--- src/rtl/mem_ram_bist_pkg.sv ---
// rtl/mem_ram_bist_pkg.sv - shared state encoding, widths and test pattern for the RAM march tester
package mem_ram_bist_pkg;

    localparam int DEF_ADDR_W = 5;
    localparam int DEF_DATA_W = 8;
    localparam int PAT_W      = 32;

    typedef enum logic [2:0] {
        ST_IDLE,
        ST_WRITE,
        ST_READ,
        ST_DRAIN,
        ST_DONE
    } state_t;

    // Callers truncate the result to their data width, which gives the mod 2**DATA_W wrap.
    function automatic logic [PAT_W-1:0] pattern(input logic p, input logic [PAT_W-1:0] seed,
                                                 input logic [PAT_W-1:0] addr);
        logic [PAT_W-1:0] v;
        v = seed + addr;
        return p ? ~v : v;
    endfunction

endpackage

--- src/rtl/mem_bist_cmp.sv ---
// rtl/mem_bist_cmp.sv - read-latency delay line, data compare, error count and first-fail capture
module mem_bist_cmp
    import mem_ram_bist_pkg::*;
#(
    parameter int ADDR_W = DEF_ADDR_W,
    parameter int DATA_W = DEF_DATA_W,
    parameter int RD_LAT = 1
) (
    input  logic              clk,
    input  logic              rst,
    input  logic              clr,
    input  logic              iss_valid,
    input  logic [ADDR_W-1:0] iss_addr,
    input  logic [DATA_W-1:0] iss_exp,
    input  logic [DATA_W-1:0] q,
    output logic              mismatch,
    output logic [ADDR_W+1:0] err_count,
    output logic [ADDR_W-1:0] fail_addr,
    output logic [DATA_W-1:0] fail_data
);

    logic [RD_LAT-1:0] vld;
    logic [ADDR_W-1:0] addr_d [RD_LAT];
    logic [DATA_W-1:0] exp_d  [RD_LAT];

    assign mismatch = vld[RD_LAT-1] && (q != exp_d[RD_LAT-1]);

    always_ff @(posedge clk) begin
        addr_d[0] <= iss_addr;
        exp_d[0]  <= iss_exp;
        for (int i = 1; i < RD_LAT; i++) begin
            addr_d[i] <= addr_d[i-1];
            exp_d[i]  <= exp_d[i-1];
        end
        if (rst || clr) begin
            vld <= '0;
        end else begin
            vld[0] <= iss_valid;
            for (int i = 1; i < RD_LAT; i++) begin
                vld[i] <= vld[i-1];
            end
        end
    end

    // A zero count means no mismatch yet this run, so it doubles as the first-fail flag.
    always_ff @(posedge clk) begin
        if (rst || clr) begin
            err_count <= '0;
            fail_addr <= '0;
            fail_data <= '0;
        end else if (mismatch) begin
            if (err_count == '0) begin
                fail_addr <= addr_d[RD_LAT-1];
                fail_data <= q;
            end
            if (!(&err_count)) begin
                err_count <= err_count + 1'b1;
            end
        end
    end

endmodule

--- src/rtl/mem_ram_bist.sv ---
// rtl/mem_ram_bist.sv - two-pass write/read march tester driving a synchronous single-port RAM
module mem_ram_bist
    import mem_ram_bist_pkg::*;
#(
    parameter int                ADDR_W = DEF_ADDR_W,
    parameter int                DATA_W = DEF_DATA_W,
    parameter logic [DATA_W-1:0] SEED   = '0,
    parameter int                RD_LAT = 1
) (
    input  logic              Clock,
    input  logic              Reset,
    input  logic              Start,
    output logic              Busy,
    output logic              Done,
    output logic              Pass,
    output logic [ADDR_W+1:0] ErrCount,
    output logic [ADDR_W-1:0] FailAddr,
    output logic [DATA_W-1:0] FailData,
    output logic [DATA_W-1:0] RamD,
    output logic [ADDR_W-1:0] RamAddress,
    output logic              RamWE,
    input  logic [DATA_W-1:0] RamQ
);

    localparam logic [1:0] DRAIN_LAST = 2'(RD_LAT - 1);

    state_t            state, state_n;
    logic [ADDR_W-1:0] addr, addr_n;
    logic [1:0]        drn, drn_n;
    logic              pass_q, pass_n;
    logic              busy_n, done_n, pass_out_n, we_n, iss, iss_n, clr;
    logic [ADDR_W-1:0] ram_addr_n;
    logic [DATA_W-1:0] ram_d_n, exp_q, exp_n, cur_pat;
    logic              mismatch;

    assign cur_pat = DATA_W'(pattern(pass_q, PAT_W'(SEED), PAT_W'(addr)));

    always_comb begin
        state_n    = state;
        addr_n     = addr;
        drn_n      = drn;
        pass_n     = pass_q;
        busy_n     = Busy;
        done_n     = Done;
        pass_out_n = Pass;
        we_n       = 1'b0;
        iss_n      = 1'b0;
        ram_addr_n = RamAddress;
        ram_d_n    = RamD;
        exp_n      = exp_q;
        clr        = 1'b0;
        case (state)
            ST_IDLE, ST_DONE: begin
                // Busy is still high on the first DONE cycle; that cycle publishes the result.
                if (state == ST_DONE && Busy) begin
                    busy_n     = 1'b0;
                    done_n     = 1'b1;
                    pass_out_n = (ErrCount == '0) && !mismatch;
                end else if (Start) begin
                    clr        = 1'b1;
                    state_n    = ST_WRITE;
                    addr_n     = '0;
                    pass_n     = 1'b0;
                    busy_n     = 1'b1;
                    done_n     = 1'b0;
                    pass_out_n = 1'b0;
                    ram_addr_n = '0;
                end
            end
            ST_WRITE: begin
                we_n       = 1'b1;
                ram_addr_n = addr;
                ram_d_n    = cur_pat;
                addr_n     = addr + 1'b1;
                if (&addr) begin
                    state_n = ST_READ;
                end
            end
            ST_READ: begin
                iss_n      = 1'b1;
                ram_addr_n = addr;
                exp_n      = cur_pat;
                addr_n     = addr + 1'b1;
                drn_n      = '0;
                if (&addr) begin
                    state_n = ST_DRAIN;
                end
            end
            ST_DRAIN: begin
                drn_n = drn + 1'b1;
                if (drn == DRAIN_LAST) begin
                    if (pass_q) begin
                        state_n = ST_DONE;
                    end else begin
                        pass_n  = 1'b1;
                        state_n = ST_WRITE;
                    end
                end
            end
            default: state_n = ST_IDLE;
        endcase
    end

    always_ff @(posedge Clock) begin
        if (Reset) begin
            state      <= ST_IDLE;
            addr       <= '0;
            drn        <= '0;
            pass_q     <= 1'b0;
            Busy       <= 1'b0;
            Done       <= 1'b0;
            Pass       <= 1'b0;
            RamWE      <= 1'b0;
            RamAddress <= '0;
            RamD       <= '0;
            iss        <= 1'b0;
            exp_q      <= '0;
        end else begin
            state      <= state_n;
            addr       <= addr_n;
            drn        <= drn_n;
            pass_q     <= pass_n;
            Busy       <= busy_n;
            Done       <= done_n;
            Pass       <= pass_out_n;
            RamWE      <= we_n;
            RamAddress <= ram_addr_n;
            RamD       <= ram_d_n;
            iss        <= iss_n;
            exp_q      <= exp_n;
        end
    end

    mem_bist_cmp #(
        .ADDR_W(ADDR_W),
        .DATA_W(DATA_W),
        .RD_LAT(RD_LAT)
    ) u_cmp (
        .clk      (Clock),
        .rst      (Reset),
        .clr      (clr),
        .iss_valid(iss),
        .iss_addr (RamAddress),
        .iss_exp  (exp_q),
        .q        (RamQ),
        .mismatch (mismatch),
        .err_count(ErrCount),
        .fail_addr(FailAddr),
        .fail_data(FailData)
    );

endmodule
--- config.mk ---
export PLATFORM = sky130hd
export DESIGN_NAME = mem_ram_bist
export DESIGN_NICKNAME = d
export VERILOG_FILES = /design/src/rtl/mem_ram_bist_pkg.sv /design/src/rtl/mem_bist_cmp.sv /design/src/rtl/mem_ram_bist.sv
export SDC_FILE = /design/constraint.sdc
export NUM_CORES = 1
export LEC_CHECK = 0
export ABC_AREA = 1
export BUFFER_PORTS_ARGS = -buffer_cell sky130_fd_sc_hd__buf_2
export CAP_MARGIN = 25
export CELL_PAD_IN_SITES_DETAIL_PLACEMENT = 1
export CELL_PAD_IN_SITES_GLOBAL_PLACEMENT = 2
export CORE_MARGIN = 5
export CORE_UTILIZATION = 34
export DETAILED_ROUTE_END_ITERATION = 8
export GPL_TIMING_DRIVEN = 0
export PLACE_DENSITY = 0.86
export SLEW_MARGIN = 25
export SYNTH_ARGS = -nofsm -noshare
export SYNTH_HDL_FRONTEND = slang
export SYNTH_SLANG_ARGS = --single-unit
export TNS_END_PERCENT = 10
--- constraint.sdc ---
create_clock -name Clock -period 3.7 [get_ports Clock]
set_input_delay 0.74 -clock Clock [delete_from_list [all_inputs] [get_ports Clock]]
set_output_delay 0.74 -clock Clock [all_outputs]
set_load 0.01 [all_outputs]
==> results of run 1 <==
[routing by layer]
metal  vias up  global-route usage, %  part of all wire (%)
met2        41                   26.2                    48
met4         0                   5.99                   1.4
li1       1197                      -                     -
met5         -                      0                     0
met1      1114                   20.1                    47
met3         8                   3.50                   3.8
[through the flow]
step | power, mW | worst slack (ns)
finish | 1.47 | 1.94
global placement | 0.945 | 1.70
global route | 1.55 | 1.88
CTS | 1.49 | 1.94
detailed placement | 0.950 | 1.68
floorplan | 0.881 | 2.11
[sequential cells by signal (all words and copies together) (netlist names), 2 cells and up]
signal and flops:
u_cmp.addr_d 5, u_cmp.exp_d 6, u_cmp.err_count 7, RamAddress 5
u_cmp.fail_data 8, addr 5, drn 2, RamD 6
exp_q 6, u_cmp.fail_addr 5, state 3
[cell usage in the layout (no fill, tap or decap), types with 7 or more instances in the layout]
cell,netlist,routed
buf_2,6,53
a21oi_2,7,7
dfxtp_1,65,65
o21ai_0,15,15
a21oi_1,41,41
clkbuf_8,0,10
inv_1,27,27
nor2_1,20,20
nand4_1,19,19
nand3_1,9,9
nand2_1,77,77
[cell usage after synthesis, drive strengths merged, types with 2 or more instances]
cell type	count
a21oi	48
buf	12
xor2	6
nor3	2
o21ai	16
nand2	81
nor2	21
ha	5
clkbuf	5
dfxtp	65
nand3	12
inv	28
nand4	19
xnor2	5
[where the power goes]
part / leakage (nW) / internal, mW / switching [mW] / total [mW]
clock: 0.0891 / 0.259 / 0.279 / 0.538
sequential: 0.525 / 0.725 / 0.0201 / 0.745
combinational: 0.701 / 0.0652 / 0.123 / 0.189
total: 1.32 / 1.05 / 0.422 / 1.47
[kinds of logic (layout without fill, tap and decap cells)]
kind of cell	count (synthesis)	count (layout)	share of synthesized area (%)
adders and majority gates	5	5	2.36
DFF	65	65	49.1
AOI/OAI and AO/OA	67	67	13.9
xor gates and xnor gates	11	11	3.64
buffers and inverters	45	108	7.51
and+or+nand+nor	136	136	23.5
[worst paths after layout]
path | from | end | slack, ns | cells after the start
hold reg to reg | exp_q[2]$_SDFFE_PP0P_ | u_cmp.exp_d[0][2]$_DFF_P_ | 0.35 | 0
setup / recovery | u_cmp.err_count[2]$_SDFFE_PP0P_ | ErrCount[2] | 1.94 | 1
setup reg to reg | u_cmp.err_count[0]$_SDFFE_PP0P_ | u_cmp.fail_data[0]$_SDFFE_PP0P_ | 2.03 | 8
hold / removal | exp_q[2]$_SDFFE_PP0P_ | u_cmp.exp_d[0][2]$_DFF_P_ | 0.35 | 0
[area by class of cell]
type                            instances  area (um^2)  share of cell area, %
Buffer                                 17         93.8                   2.95
Clock buffer                           11          141                   4.44
Clock inverter                          5         31.3                  0.982
Inverter                               28          105                   3.30
Multi-Input combinational cell        219         1150                   36.1
Sequential cell                        65         1300                   40.8
Tap cell                              102          128                   4.01
Timing Repair Buffer                   47          235                   7.38
==> run_results.csv, run 1 <==
group,metric,value,unit
clock_tree,postCtsSetupBuffers,0,
setup_path,crit_chain,"buf_2",
setup_path,crit_type,"register to primary output",
timing,maxSlewViolCount,0,
floorplanning,start_util,34.7,%
synth,async_reset_ff_share,0,%
placed_design,postPlaceCellArea,3010,um^2
setup_path,cp_top_family,"flip-flops",
cells_and_area,finalNonFillerCells,494,
grt,grt_remaining_overflow,0,
detailed_routing,num_vias,2360,
setup_path,slowest_delay,0.49,ns
setup_path,cp-end-kind,"primary output",
timing,fin_crit_sh,47.4,%
placed_design,dp_hpwl,5.29,mm
detailed_routing,drt-total-wl,7.22,mm
synth,avgSynthCellArea,8.05,um^2
placed_design,portBuffers,47,
synth,synth-edff-count,0,
cells_and_area,final_area,3190,um^2
synth,yosysTopAreaCell,"dfxtp_1",
grt,grt_max_degree,12,
setup_path,crit_path_max_fanout,6,
synth,ys.flop_type,"dfxtp_1",
timing,maxSlewHeadroom,62.1,%
pwr,p_per_area,462,nW/um^2
setup_path,worstPathArrival,1.02,ns
setup_path,crit_required,2.96,ns
floorplanning,dieHeight,98.3,um
setup_path,worst_setup_path_start_kind,"register",
timing,setup_viol,0,
timing,tns,0,ns
clock_tree,clockBufferDepth,2,
floorplanning,row_count,32,
synth,syn_area,2650,um^2
cells_and_area,post-route-util,41.7,%
clock_tree,hold_buffers,0,
clock_tree,clock-sinks,65,
setup_path,crit_slowest_cell,"dfxtp_1",
grt,grt_pass1_wl,12.4,mm
synth,syn_inst,329,
floorplanning,die_area,9660,um^2
clock_tree,path_clk_slew,0.08,ns
floorplanning,io-pin-count,48,
floorplanning,core,7650,um^2
cells_and_area,drive_above_1_share,23.2,%
cells_and_area,fin_nets,403,
clock_tree,ctsResizeCount,0,
synth,synth_nets,345,
pwr,p_leak,1.32,nW
synth,ys_top_cells_by_area,"dfxtp_1 (49%), nand2_1 (11%), a21oi_1 (7.7%), nand4_1 (4.5%), inv_1 (3.8%)",
detailed_routing,drc,0,
cells_and_area,antenna_cells,0,
cells_and_area,area_growth,20.2,%
timing,min_period,1.76,ns
clock_tree,cts-root-buf,"clkbuf_8",
job,maxCapViolCount,0,
timing,whs,0.349,ns
placed_design,post-place-cells,478,
hold_path,hold_class,"register to register",
timing,worst_pin_slew,0.569,ns
synth,synth_top_area_share,49.1,%
timing,grt_setup_unrepaired,"false",
synth,synth-seq-cells,65,
clock_tree,htree_levels,3,
detailed_routing,dr.pass1.iters,4,
clock_tree,clk_latency,0.34,ns
synth,ys_seq_area_share,49.1,%
detailed_routing,drt_iter0_drc,59,
synth,yosysWarnings,0,
grt,grt_pass1_vias,2502,
setup_path,cp_num_buf_inv,1,
timing,final_hold_viol_count,0,
cells_and_area,fill_cells,967,
detailed_routing,final_antenna_net_count,0,
clock_tree,cts_made_buffers,9,
timing,timing.fmax,0.570,GHz
clock_tree,cts_tree,"yes",
floorplanning,die_w,98.3,um
placed_design,gp_congestion,0.810,
outcome,status,"finished, final reports clean",
pwr,peakVddDrop,228,uV
synth,yosysUniqueCellTypes,28,
timing,worst_clock_skew,0.0129,ns
grt,antenna_found_initial,0,
grt,grt_usage,15.8,%
detailed_routing,wl_per_cell,14.6,um
detailed_routing,via_per_inst,4.78,
Power figures use the tool's default switching activity.
==> inputs of run 2 (changes only) <==
CORE_UTILIZATION = 29   (was 34)
PLACE_DENSITY = 0.78   (was 0.86)
clock period = 1.4 ns   (was 3.7 ns; I/O delays follow)
==> run 2 against run 1 <==
Flip-flop and latch count unchanged. Largest cell class unchanged. Cell area up 9.2%. Routed wire length up 0.35%. The flow now finishes with violations (negative setup slack). Die area up 15%. Worst setup slack worse by 2.0 ns. Largest power group unchanged.
==> run_results.csv, run 2 (same netlist as run 1, synthesis figures left out) <==
group,metric,value,unit
setup_path,crit_path_max_fanout,3,
grt,grt_usage,13.5,%
floorplanning,start_util,30.1,%
detailed_routing,via_per_inst,4.72,
setup_path,crit_required,1.60,ns
setup_path,crit_start,"addr[1]$_SDFFE_PP0P_",
floorplanning,row_count,34,
timing,maxSlewHeadroom,59.6,%
setup_path,slowest_delay,0.36,ns
detailed_routing,final_antenna_net_count,0,
setup_path,worst_setup_path_start_kind,"register",
cells_and_area,final_cell_mix,"nand2_1 (67), dfxtp_1 (55), buf_2 (49), a21oi_1 (37), inv_1 (21)",
clock_tree,hold_buffers,0,
cells_and_area,antenna_cells,0,
floorplanning,die_w,106,um
setup_path,reg2reg_from,"addr[1]$_SDFFE_PP0P_",
clock_tree,path_clk_slew,0.07,ns
cells_and_area,multi_input_area,1280,um^2
detailed_routing,drt_iter0_drc,65,
clock_tree,cts_tree,"yes",
timing,min_period,1.41,ns
setup_path,cp_num_buf_inv,0,
cells_and_area,drive_above_1_share,35.4,%
timing,setup_viol,1,
floorplanning,io-pin-count,48,
placed_design,gp_congestion,0.733,
placed_design,postPlaceCellArea,3050,um^2
pwr,peakVddDrop,527,uV
setup_path,path_common_cell,"nand2_2",
placed_design,portBuffers,47,
timing,tns,-0.0124,ns
cells_and_area,area_growth,31.3,%
cells_and_area,final_common_cell,"nand2_1",
clock_tree,htree_levels,3,
grt,grt_pass1_wl,12.1,mm
timing,final_hold_viol_count,0,
pwr,p_per_area,1150,nW/um^2
grt,grt_pass1_vias,2462,
pwr,p_leak,1.45,nW
setup_path,cp-end-kind,"register",
timing,fin_crit_sh,101,%
cells_and_area,largest_reg_flops,8,
grt,grt_remaining_overflow,0,
timing,grt_setup_unrepaired,"true",
detailed_routing,drc,0,
detailed_routing,drt-total-wl,7.25,mm
setup_path,crit_slowest_cell,"dfxtp_4",
detailed_routing,num_vias,2416,
cells_and_area,top_regs,"u_cmp.fail_data x8, u_cmp.err_count x7",
cells_and_area,seq_area,1320,um^2
clock_tree,clockBufferDepth,2,
setup_path,crit_type,"register to register",
timing,worst_pin_slew,0.607,ns
grt,antenna_found_initial,0,
cells_and_area,max_flop_register,"u_cmp.fail_data",
clock_tree,cts_made_buffers,9,
detailed_routing,wl_per_cell,14.2,um
cells_and_area,final_area,3480,um^2
timing,timing.fmax,0.708,GHz
hold_path,worstHoldStart,"RamQ[3]",
setup_path,crit_chain,"ha_4 > nand2_2 > nor2_2 > ha_2 > or2_4 > nand2_4 > nand2_2 > o21ai_1 > nor2_1",
timing,maxSlewViolCount,0,
setup_path,worstPathArrival,1.61,ns
clock_tree,clock-sinks,65,
hold_path,hold_class,"primary input to register",
timing,setup_ws,-0.0124,ns
cells_and_area,post-route-util,39.5,%
clock_tree,clk_latency,0.33,ns
clock_tree,cts-root-buf,"clkbuf_8",
outcome,failed_checks,"negative setup slack",
placed_design,dp_hpwl,5.20,mm
cells_and_area,fill_cells,1079,
detailed_routing,dr.pass1.iters,4,
floorplanning,die_area,11200,um^2
timing,worst_clock_skew,0.00757,ns
floorplanning,dieHeight,106,um
setup_path,cp_top_family,"simple AND/OR/NAND/NOR gates",
placed_design,preCtsSetupSlack,-0.190,ns
cells_and_area,fin_nets,416,
floorplanning,core,8810,um^2
job,maxCapViolCount,0,
grt,grt_max_degree,11,
outcome,status,"complete, but fails checks",
run 2: cell types whose count changed in the layout (fill, tap and decap cells not counted), sizes merged:
cell      before  now
buf           59   72
clkbuf        16   17
clkinv         4    3
clkinvlp       1    0
run 2: worst paths after layout:
path	end	slack, ns	cells after the start
max reg2reg	state[2]$_SDFFE_PP0P_	-0.01	9
max	state[2]$_SDFFE_PP0P_	-0.01	9
min	u_cmp.fail_data[3]$_SDFFE_PP0P_	0.24	3
min reg2reg	u_cmp.exp_d[0][0]$_DFF_P_	0.36	0
run 2: area by class of cell:
type                       instances  share of cell area, %
sequential                        65                   38.0
multi-input combinational        219                   36.8
timing repair buffer              60                   9.56
clock buffer                      12                   4.75
tap                              108                   3.88
buffer                            17                   3.42
inverter                          28                   3.09
clock inverter                     3                  0.431
run 2: routing by layer:
layer,up-vias,global-route usage [%],wire [um]
met5,-,0,0
met4,0,3.05,72
met3,6,5.07,366
met2,42,22.8,3490
met1,1136,16.4,3320
li1,1232,-,-
run 2: where the power goes:
part           switching, mW  internal (mW)
clock                  0.668          0.769
combinational          0.362          0.213
sequential            0.0537           1.92
total                   1.08           2.90
run 2: repair_timing:
action,CTS,global route
endpoints found under the setup margin,35,38
resized for setup,22,31
setup buffers,7,6
pin swaps,6,13
run 2: stage by stage:
step                      hold WS, ns  power [mW]  std cells
after floorplan                 0.326        2.33        329
after global placement          0.341        2.50        484
after detailed placement        0.343        2.50        484
after CTS                       0.227        4.01        506
after global routing            0.230        4.22        512
final                           0.243        3.98        512
run 2: worst register-to-register path, stage by stage, from the launching register on:
cell and delay [ns]:
dfxtp_4 0.36, ha_4 0.16, nand2_2 0.07, nor2_2 0.04, ha_2 0.19, or2_4 0.25, nand2_4 0.08, nand2_2 0.04
o21ai_1 0.06, nor2_1 0.04
